$ cat src/rtl/capture_seq_ctrl.sv
// Debounced two-key capture sequencer: captures sw into a 4-entry byte bank and selects the displayed entry.
// Optional auto-scroll of the displayed entry is enabled by defining CAPTURE_AUTOSCROLL_EN.
module capture_seq_ctrl #(
   parameter int unsigned DEBOUNCE_CYCLES = 50000,
   parameter int unsigned SCROLL_CYCLES   = 50000000
) (
   input  logic       clk,
   input  logic       Reset,
   input  logic       key_cap_n,
   input  logic       key_view_n,
   input  logic [7:0] sw,
   output logic       cap_strobe,
   output logic [1:0] wr_idx,
   output logic [2:0] count,
   output logic       full,
   output logic [1:0] disp_idx,
   output logic [7:0] disp_data
);

   localparam int unsigned CntWidth = $clog2(DEBOUNCE_CYCLES + 1);
   localparam logic [CntWidth-1:0] CntLast = CntWidth'(DEBOUNCE_CYCLES - 1);

   localparam logic [1:0] StIdle  = 2'd0;
   localparam logic [1:0] StArmed = 2'd1;
   localparam logic [1:0] StFire  = 2'd2;
   localparam logic [1:0] StHold  = 2'd3;

   logic [1:0]          sync1_q, sync2_q;
   logic [1:0]          state_q [2];
   logic [1:0]          state_d [2];
   logic [CntWidth-1:0] cnt_q [2];
   logic [CntWidth-1:0] cnt_d [2];
   logic [7:0]          bank_q [4];
   logic [1:0]          wrIdx_q, dispIdx_q;
   logic [2:0]          count_q;
   logic                capEvt, viewEvt;
   logic [1:0]          viewNext;

   // Sync flops idle high so a key held through reset still needs a full debounce.
   always_ff @(posedge clk or negedge Reset) begin
      if (!Reset) begin
         sync1_q <= 2'b11;
         sync2_q <= 2'b11;
      end else begin
         sync1_q <= {key_view_n, key_cap_n};
         sync2_q <= sync1_q;
      end
   end

   always_comb begin
      for (int k = 0; k < 2; k++) begin
         state_d[k] = state_q[k];
         cnt_d[k]   = cnt_q[k];
         case (state_q[k])
            StIdle: begin
               cnt_d[k] = '0;
               if (!sync2_q[k]) state_d[k] = StArmed;
            end
            StArmed: begin
               if (sync2_q[k]) begin
                  state_d[k] = StIdle;
                  cnt_d[k]   = '0;
               end else if (cnt_q[k] == CntLast) begin
                  state_d[k] = StFire;
               end else begin
                  cnt_d[k] = cnt_q[k] + 1'b1;
               end
            end
            StFire: begin
               state_d[k] = StHold;
               cnt_d[k]   = '0;
            end
            default: begin
               if (!sync2_q[k]) begin
                  cnt_d[k] = '0;
               end else if (cnt_q[k] == CntLast) begin
                  state_d[k] = StIdle;
                  cnt_d[k]   = '0;
               end else begin
                  cnt_d[k] = cnt_q[k] + 1'b1;
               end
            end
         endcase
      end
   end

   always_ff @(posedge clk or negedge Reset) begin
      if (!Reset) begin
         for (int k = 0; k < 2; k++) begin
            state_q[k] <= StIdle;
            cnt_q[k]   <= '0;
         end
      end else begin
         for (int k = 0; k < 2; k++) begin
            state_q[k] <= state_d[k];
            cnt_q[k]   <= cnt_d[k];
         end
      end
   end

   assign capEvt  = (state_q[0] == StFire);
   assign viewEvt = (state_q[1] == StFire);

   // Advance modulo the number of valid entries; dispIdx_q is always below count_q when count_q is nonzero.
   assign viewNext = (({1'b0, dispIdx_q} + 3'd1) >= count_q) ? 2'd0 : dispIdx_q + 2'd1;

`ifdef CAPTURE_AUTOSCROLL_EN
   localparam int unsigned ScrollWidth = $clog2(SCROLL_CYCLES + 1);
   localparam logic [ScrollWidth-1:0] ScrollLast = ScrollWidth'(SCROLL_CYCLES - 1);

   logic [ScrollWidth-1:0] scroll_q;
   logic                   scrollHit;

   assign scrollHit = (scroll_q == ScrollLast);

   always_ff @(posedge clk or negedge Reset) begin
      if (!Reset) begin
         scroll_q <= '0;
      end else if (capEvt || viewEvt || scrollHit) begin
         scroll_q <= '0;
      end else begin
         scroll_q <= scroll_q + 1'b1;
      end
   end
`else
   logic unusedScrollCycles;
   logic scrollHit;

   assign unusedScrollCycles = ^SCROLL_CYCLES;
   assign scrollHit          = 1'b0;
`endif

   // Capture beats view beats scroll; a full bank overwrites the oldest slot at wrIdx_q.
   always_ff @(posedge clk or negedge Reset) begin
      if (!Reset) begin
         for (int i = 0; i < 4; i++) bank_q[i] <= 8'h00;
         wrIdx_q   <= 2'd0;
         dispIdx_q <= 2'd0;
         count_q   <= 3'd0;
      end else if (capEvt) begin
         bank_q[wrIdx_q] <= sw;
         dispIdx_q       <= wrIdx_q;
         wrIdx_q         <= wrIdx_q + 2'd1;
         if (count_q != 3'd4) count_q <= count_q + 3'd1;
      end else if (viewEvt) begin
         if (count_q != 3'd0) dispIdx_q <= viewNext;
      end else if (scrollHit && (count_q >= 3'd2)) begin
         dispIdx_q <= viewNext;
      end
   end

   assign cap_strobe = capEvt;
   assign wr_idx     = wrIdx_q;
   assign count      = count_q;
   assign full       = (count_q == 3'd4);
   assign disp_idx   = dispIdx_q;
   assign disp_data  = bank_q[dispIdx_q];

endmodule

$ cat config.mk
export PLATFORM = sky130hd
export DESIGN_NAME = capture_seq_ctrl
export DESIGN_NICKNAME = d
export VERILOG_FILES = /design/src/rtl/capture_seq_ctrl.sv
export SDC_FILE = /design/constraint.sdc
export NUM_CORES = 1
export LEC_CHECK = 0
export ABC_CLOCK_PERIOD_IN_PS = 3200
export CAP_MARGIN = 40
export CORE_ASPECT_RATIO = 0.6
export CORE_MARGIN = 2
export CORE_UTILIZATION = 39
export DETAILED_ROUTE_END_ITERATION = 8
export DONT_BUFFER_PORTS = 1
export PLACE_DENSITY = 0.58
export SLEW_MARGIN = 20
export SYNTH_ARGS = -nofsm -noshare
export SYNTH_HDL_FRONTEND = slang
export SYNTH_SLANG_ARGS = --single-unit
$ cat constraint.sdc
create_clock -name clk -period 3.2 [get_ports clk]
set_input_delay 0.8 -clock clk [delete_from_list [all_inputs] [get_ports clk]]
set_output_delay 0.8 -clock clk [all_outputs]
set_load 0.05 [all_outputs]
# Word level (Yosys, flattened, before mapping)
# Cells that the tools add are included.
[word_totals]
elab_cells = 87
regBits = 79
output_inout_bits = 17
inputBits = 12
[classes]
n_lt_le_gt_ge = 4
bitwise = 2
eq_ne = 14
reduce_logical = 16
add_sub_neg = 6
muxes = 32
[op_table]
columns = ["operator", "n"]
rows = [
  ["$mux W16", 8],
  ["$pmux W16 S2", 2],
  ["$add A16 B1 Y16 const B", 2],
  ["$bwmux W32", 1],
  ["$eq A16 B16 Y1 const B", 2],
  ["$mux W2", 14],
  ["$mux W8", 3],
  ["$bmux W8 S2", 1],
  ["$demux W8 S2", 1],
  ["$reduce_bool A4 Y1", 4],
  ["$ne A3 B3 Y1 const B", 5],
  ["$pmux W2 S3", 2],
  ["$reduce_and A4 Y1", 2],
  ["$ge A3 B3 Y1 const B", 2],
  ["$not A2 Y3", 2],
  ["$add A2 B1 Y2 const B", 2],
  ["$eq A2 B1 Y1 const B", 2],
  ["$eq A2 B2 Y1 const B", 2],
  ["$logic_not A2 Y1", 2],
  ["$ne A2 B2 Y1 const B", 2],
  ["$reduce_and A2 Y1", 2],
  ["$reduce_bool A2 Y1", 2],
  ["$reduce_or A2 Y1", 2],
  ["$add A2 B1 Y3 const B", 1],
  ["other kinds (6)", 6],
]

# Longest topological paths before layout
# Gate-level depths: netlist of the first run.
[logic_depth]
ltp_word = 6
ltp_mapped = 6
depth_no_buf = 6

# Worst setup path before layout of the first run
# OpenSTA, ideal clock, no wires.
[synth_timing]
kind = "reg-to-output"
start = "register dispIdx_q[0], in the netlist disp_idx[0]"
end = "output disp_data[0]"
stages_incl_launch_ff = 3
setup_slack_ns = 0.706
path_buffers = 1
required_ns = 2.400
t_arrival_ns = 1.694
cell_sequence = "dfrtp_1 buf_2 mux4_2"
[synth_via]
elab_chain_cells = 4
[synth_rtl]
columns = ["item", "line", "source"]
rows = [
  ["from (decl)", "34", "logic [1:0] wrIdx_q, dispIdx_q;"],
  ["from (signal assigned)", "142", "dispIdx_q <= wrIdx_q;"],
  ["from (signal assigned)", "146", "if (count_q != 3'd0) dispIdx_q <= viewNext;"],
  ["from (signal assigned)", "148", "dispIdx_q <= viewNext;"],
  ["$not A2 Y3 (not written as such)", "157", "assign disp_data = bank_q[dispIdx_q];"],
  ["$bmux W8 S2", "157", ""],
  ["$mux W8 (not written as such) (2 in series)", "157", ""],
  ["to (decl)", "17", "output logic [7:0] disp_data"],
]
# Every way passes these cells. The select of a mux whose other input is x is not followed.

# Final worst setup path of the first run
[layout_timing]
start = "register count_q[1], in the netlist count[1]"
end = "output full"
[layout_via]
elab_chain_cells = 1
[layout_rtl]
columns = ["item", "line", "source"]
rows = [
  ["from (decl)", "35", "logic [2:0] count_q;"],
  ["from (signal assigned)", "144", "if (count_q != 3'd4) count_q <= count_q + 3'd1;"],
  ["$eq A3 B3 Y1", "155", "assign full = (count_q == 3'd4);"],
  ["to (decl)", "15", "output logic full,"],
]
# Every way passes these cells.

==> impl_metrics.env, run 1 <==
export IMPL_max_slew_worst_pin_slew_ns=0.5988
export IMPL_grt_pass1_vias=2417
export IMPL_grt_max_degree=80
export IMPL_clock_latency_ns=0.33
export IMPL_slew_limit_headroom=0.6008
export IMPL_setup_viol=0
export IMPL_synth_cell_types=51
export IMPL_pwr_density_cell_nw_per_um2=499.3
export IMPL_wl_per_cell_um=15.70
export IMPL_p_int_mw=1.738
export IMPL_core_um2=9704
export IMPL_drt_pass1_iterations=4
export IMPL_final_area_um2=4350
export IMPL_grt_setup_unrepaired="no"
export IMPL_io_pins=29
export IMPL_die_w_um=132.2
export IMPL_synth_common_cells="dfrtp_1, mux2_2, nand2_1, nor2_1, nor3_1"
export IMPL_syn_area_um2=3844
export IMPL_cp_start_kind="register"
export IMPL_ctsHoldBuffers=0
export IMPL_initial_core_util=0.3961
export IMPL_nFillCells=902
export IMPL_clkPwrFrac=0.486
export IMPL_clkSinkCount=79
export IMPL_clk_pin_slew_ns=0.06
export IMPL_wl_met3_um=189
export IMPL_routed_top_layer="met4"
export IMPL_rr_startpoint="disp_idx[0]"
export IMPL_synth_top_area_share=0.4883
export IMPL_drtIter0Drc=132
export IMPL_ys_ff_latch=79
export IMPL_placed_cell_area_um2=4036
export IMPL_n_antenna_cell=0
export IMPL_dpl_hpwl_mm=5.242
export IMPL_routed_wl_mm=7.396
export IMPL_vias_per_cell=5.149
export IMPL_synth_area_leaders="dfrtp_1, mux2_2, mux4_2"
export IMPL_synth_nets=345
export IMPL_die_area_um2=10690
export IMPL_required_ns=2.40
export IMPL_status="complete, no violations"
export IMPL_drt_met1_wl_mm=4.177
export IMPL_yosysTopAreaCell="dfrtp_1"
export IMPL_synth_edf_count=0
export IMPL_arrival_ns=1.79
export IMPL_seq_area_frac_synth=0.5156
export IMPL_place_ws_ns=0.7624
export IMPL_skew_ns=0.006822
export IMPL_postCtsSetupBuffers=0
export IMPL_final_hold_violation_count=0
export IMPL_ys_async_sr_fraction=1.000
export IMPL_gp_congestion=0.8003
export IMPL_numPortBuffers=0
export IMPL_grt_use_total=0.1519
export IMPL_netlist_instances=321
export IMPL_ys_warn_count=0
export IMPL_detail_route_antenna_nets=0
export IMPL_fin_crit_ns=2.590
export IMPL_endpoint_kind="primary output"
export IMPL_grt_pass1_wl_mm=12.62
export IMPL_ys_flop_type="dfrtp_1"
export IMPL_num_nets_final=355
export IMPL_htree_levels=3
export IMPL_yosysMostFrequentCell="dfrtp_1"
export IMPL_tritoncts="done"
export IMPL_die_h_um=80.90
export IMPL_num_rows=28
export IMPL_power_switching_uw=434.4
export IMPL_tns_ns=0
export IMPL_maxSlewViolCount=0
export IMPL_drv_cap=0
export IMPL_overflow=0
export IMPL_numCtsBuffers=9
export IMPL_cts_repair_resized=0
export IMPL_leakagePower_nw=1.764
export IMPL_drive_above_1_share=0.2381
export IMPL_finalCritPeriodShare=0.8093
export IMPL_root_buffer="clkbuf_16"
export IMPL_num_vias=2425
export IMPL_syn_avg_cell_area_um2=11.97
export IMPL_clockBufferDepth=2
export IMPL_combPwrFrac=0.033
export IMPL_crit_type="reg2out"
export IMPL_hold_class="in2async"
export IMPL_critPathLaunch="count[1]"
export IMPL_netSwitchingFraction=0.2000
export IMPL_seqPwrFrac=0.481
export IMPL_ir_worst_vdd_v=0.0002935
export IMPL_antenna_found_initial=0
export IMPL_crit_fanout=4
export IMPL_layout_setup_ws_ns=0.6102
export IMPL_fmax_mhz=386.1
export IMPL_post_route_drc_count=0
export IMPL_area_growth_pct=13.18
export IMPL_wl_met2_mm=2.975
==> flip-flops by register name (all words and copies together), names as in the netlist <==
name,flops
wr_idx,2
sync2_q,2
cnt_q,32
bank_q,32
disp_idx,2
count,3
sync1_q,2
state_q,4
==> cells by family after synthesis <==
kind of cell | synth area share
and+or+nand+nor | 0.1589
muxes | 0.1436
buffers and inverters | 0.02571
DFF | 0.5156
adders and majority gates | 0.03906
AOI/OAI and AO/OA | 0.06706
xor gates and xnor gates | 0.05013
==> worst max-delay path, stage by stage (launching register included) <==
cell and delay (ns):
dfrtp_1 0.59, inv_1 0.19, ha_1 0.20, nand2_1 0.10
inv_1 0.38
==> layout by cell type (no fill, tap or decap), types with 9 or more instances in the layout <==
cell and count:
inv_1 16, nand2_1 22, mux2_2 33, nor2_1 17, dfrtp_1 75, nand3_1 10
ha_1 12, clkbuf_16 9, nor3_1 17, xnor2_1 15
==> stage by stage <==
stage | util | cells | hold WS, ns | power (mW)
floorplan | - | 321 | 0.3452 | 1.118
global placement | 0.4159 | 455 | 0.3486 | 1.133
detailed placement | 0.4159 | 455 | 0.3478 | 1.134
CTS | 0.4483 | 471 | 0.1547 | 2.205
global route | 0.4483 | 471 | 0.1439 | 2.266
finish | 0.4483 | 471 | 0.1697 | 2.172
==> power by group through the flow <==
stage	combinational, mW	clock, mW	sequential (mW)
after CTS	0.0727	1.09	1.04
after global routing	0.0781	1.14	1.05
after global placement	0.0707	0	1.06
final	0.0721	1.06	1.04
after floorplan	0.0619	0	1.06
after detailed placement	0.0727	0	1.06
==> area by class of cell <==
type	instances	area [um2]	share of cell area
Clock buffer	10	229.0	0.05263
Clock inverter	6	85.08	0.01956
Inverter	16	60.06	0.01381
Multi-Input combinational cell	217	1765	0.4058
Sequential cell	79	1982	0.4556
Tap cell	135	168.9	0.03883
Timing Repair Buffer	8	60.06	0.01381
==> worst paths after layout <==
check	endpoint	slack, ns	cells after the start
setup / recovery	full	0.61	4
hold / removal	bank_q[26]	0.17	0
setup reg to reg	disp_idx[0]	0.77	6
hold reg to reg	sync2_q[0]	0.36	0
max in group asynchronous	sync1_q[0]	2.82	0
min in group clk	sync2_q[0]	0.36	0
==> layer usage <==
metal	GRT usage	vias to the layer above
met4	0.04239	0
met1	0.2330	1201
met5	0	-
li1	-	1199
met3	0.04744	7
met2	0.2026	18
No activity file was read; power rests on OpenSTA's default activity.
==> inputs of run 2 (changes only) <==
- ABC_CLOCK_PERIOD_IN_PS: 3200 -> 2450
- clock period: 3.2 -> 2.45 ns (I/O delays scaled with it)
==> run 2 against run 1 <==
Compared with the run above:
- worst hold slack got worse by 0.044 ns
- critical path depth decreased by 2
- register-to-register slack got worse by 0.19 ns
- clock skew about the same
- total power increased by 37%
- cell count increased by 1.1%
- die area unchanged
- clock-buffer cell count unchanged
- wire length increased by 5.8%
- sequential power increased by 32%
- via count increased by 2.1%
- largest power group unchanged
==> impl_metrics.env, run 2 (synthesized netlist as in run 1, its figures left out) <==
export IMPL_num_nets_final=362
export IMPL_drv_cap=0
export IMPL_initial_core_util=0.3961
export IMPL_gp_congestion=0.7953
export IMPL_fmax_mhz=437.0
export IMPL_die_area_um2=10690
export IMPL_crit_type="reg2out"
export IMPL_dpl_hpwl_mm=5.555
export IMPL_area_growth_pct=15.59
export IMPL_nFillCells=886
export IMPL_grt_use_total=0.1618
export IMPL_maxSlewViolCount=0
export IMPL_slew_limit_headroom=0.6649
export IMPL_vias_per_cell=5.202
export IMPL_cp_start_kind="register"
export IMPL_clockBufferDepth=2
export IMPL_pwr_density_cell_nw_per_um2=672.2
export IMPL_setup_viol=0
export IMPL_cts_repair_resized=0
export IMPL_layout_cells_non_filler=476
export IMPL_dp_cells=461
export IMPL_numPortBuffers=0
export IMPL_hold_class="in2async"
export IMPL_detail_route_antenna_nets=0
export IMPL_skew_ns=0.006915
export IMPL_status="complete, no violations"
export IMPL_routed_wl_mm=7.828
export IMPL_tns_ns=0
export IMPL_final_hold_violation_count=0
export IMPL_num_vias=2476
export IMPL_clk_pin_slew_ns=0.06
export IMPL_overflow=0
export IMPL_core_um2=9704
export IMPL_hold_ws_ns=0.1260
export IMPL_wl_per_cell_um=16.45
export IMPL_post_route_drc_count=0
export IMPL_die_h_um=80.90
export IMPL_ir_worst_vdd_v=0.0003889
export IMPL_crit_fanout=8
export IMPL_fin_crit_ns=2.288
export IMPL_finalCritPeriodShare=0.9339
export IMPL_drtIter0Drc=96
export IMPL_final_cell_mix="dfrtp_1, mux2_2, nand2_1, nor3_1, nor2_1"
export IMPL_clock_latency_ns=0.33
export IMPL_clkSinkCount=79
export IMPL_arrival_ns=1.68
export IMPL_htree_levels=3
export IMPL_drive_above_1_share=0.2522
export IMPL_numCtsBuffers=9
export IMPL_drt_pass1_iterations=4
export IMPL_final_util=0.4578
export IMPL_n_antenna_cell=0
export IMPL_die_w_um=132.2
export IMPL_root_buffer="clkbuf_16"
export IMPL_tritoncts="done"
export IMPL_io_pins=29
export IMPL_required_ns=1.84
export IMPL_grt_setup_unrepaired="no"
export IMPL_num_rows=28
export IMPL_grt_pass1_vias=2462
export IMPL_postCtsSetupBuffers=0
export IMPL_endpoint_kind="primary output"
export IMPL_grt_max_degree=76
export IMPL_final_common_cell="dfrtp_1"
export IMPL_top_regs="bank_q x32, cnt_q x32, state_q x4"
export IMPL_grt_pass1_wl_mm=13.11
export IMPL_leakagePower_nw=1.825
export IMPL_antenna_found_initial=0
export IMPL_max_slew_worst_pin_slew_ns=0.5004
run 2: repair_timing:
item,in CTS,in global routing
endpoints found under the hold margin,75,0
setup endpoints to repair,0,0
hold buffers,1,0
run 2: stage by stage:
step | setup WS [ns] | instance area, um2 | total power [mW]
2_1_floorplan | 0.1433 | 3844 | 1.461
3_3_place_gp | 0.5384 | 4081 | 1.480
3_5_place_dp | 0.5103 | 4081 | 1.484
4_1_cts | 0.1518 | 4443 | 3.022
5_1_grt | 0.08399 | 4443 | 3.103
6_report | 0.1618 | 4443 | 2.986
run 2: worst max-delay path, stage by stage (launching register included):
cell and delay, ns:
dfrtp_1 0.40, buf_4 0.24, mux4_2 0.69
run 2: power breakdown:
group	leakage (nW)	internal, mW	switching [mW]
Combinational	0.651	0.0440	0.0782
Clock	0.164	1.01	0.489
Sequential	1.01	1.34	0.0231
run 2: per-layer routing:
metal,GRT usage,routed length (um),vias to the layer above
li1,-,-,1203
met1,0.2382,4210,1230
met2,0.2214,3218,36
met3,0.05743,338,7
met4,0.04891,61,0
met5,0,0,-
run 2: layout make-up:
type                       instances  area [um2]  share of cell area
clock buffer                      10       239.0             0.05379
clock inverter                     4       95.09             0.02140
inverter                          16       60.06             0.01352
multi-input combinational        217        1765              0.3974
sequential                        79        1982              0.4461
tap                              135       168.9             0.03802
timing repair buffer              15       132.6             0.02985
run 2: worst paths after layout:
| kind | from | endpoint | cells after the start | slack [ns] |
|---|---|---|---|---|
| setup reg to reg | state_q[3] | bank_q[3] | 3 | 0.58 |
| max in group asynchronous | Reset | state_q[3] | 1 | 1.96 |
| min in group clk | key_cap_n | sync1_q[0] | 0 | 0.28 |
| hold reg to reg | sync1_q[1] | sync2_q[1] | 0 | 0.35 |
| hold / removal | Reset | sync2_q[1] | 0 | 0.13 |
| setup / recovery | disp_idx[0] | disp_data[7] | 2 | 0.16 |
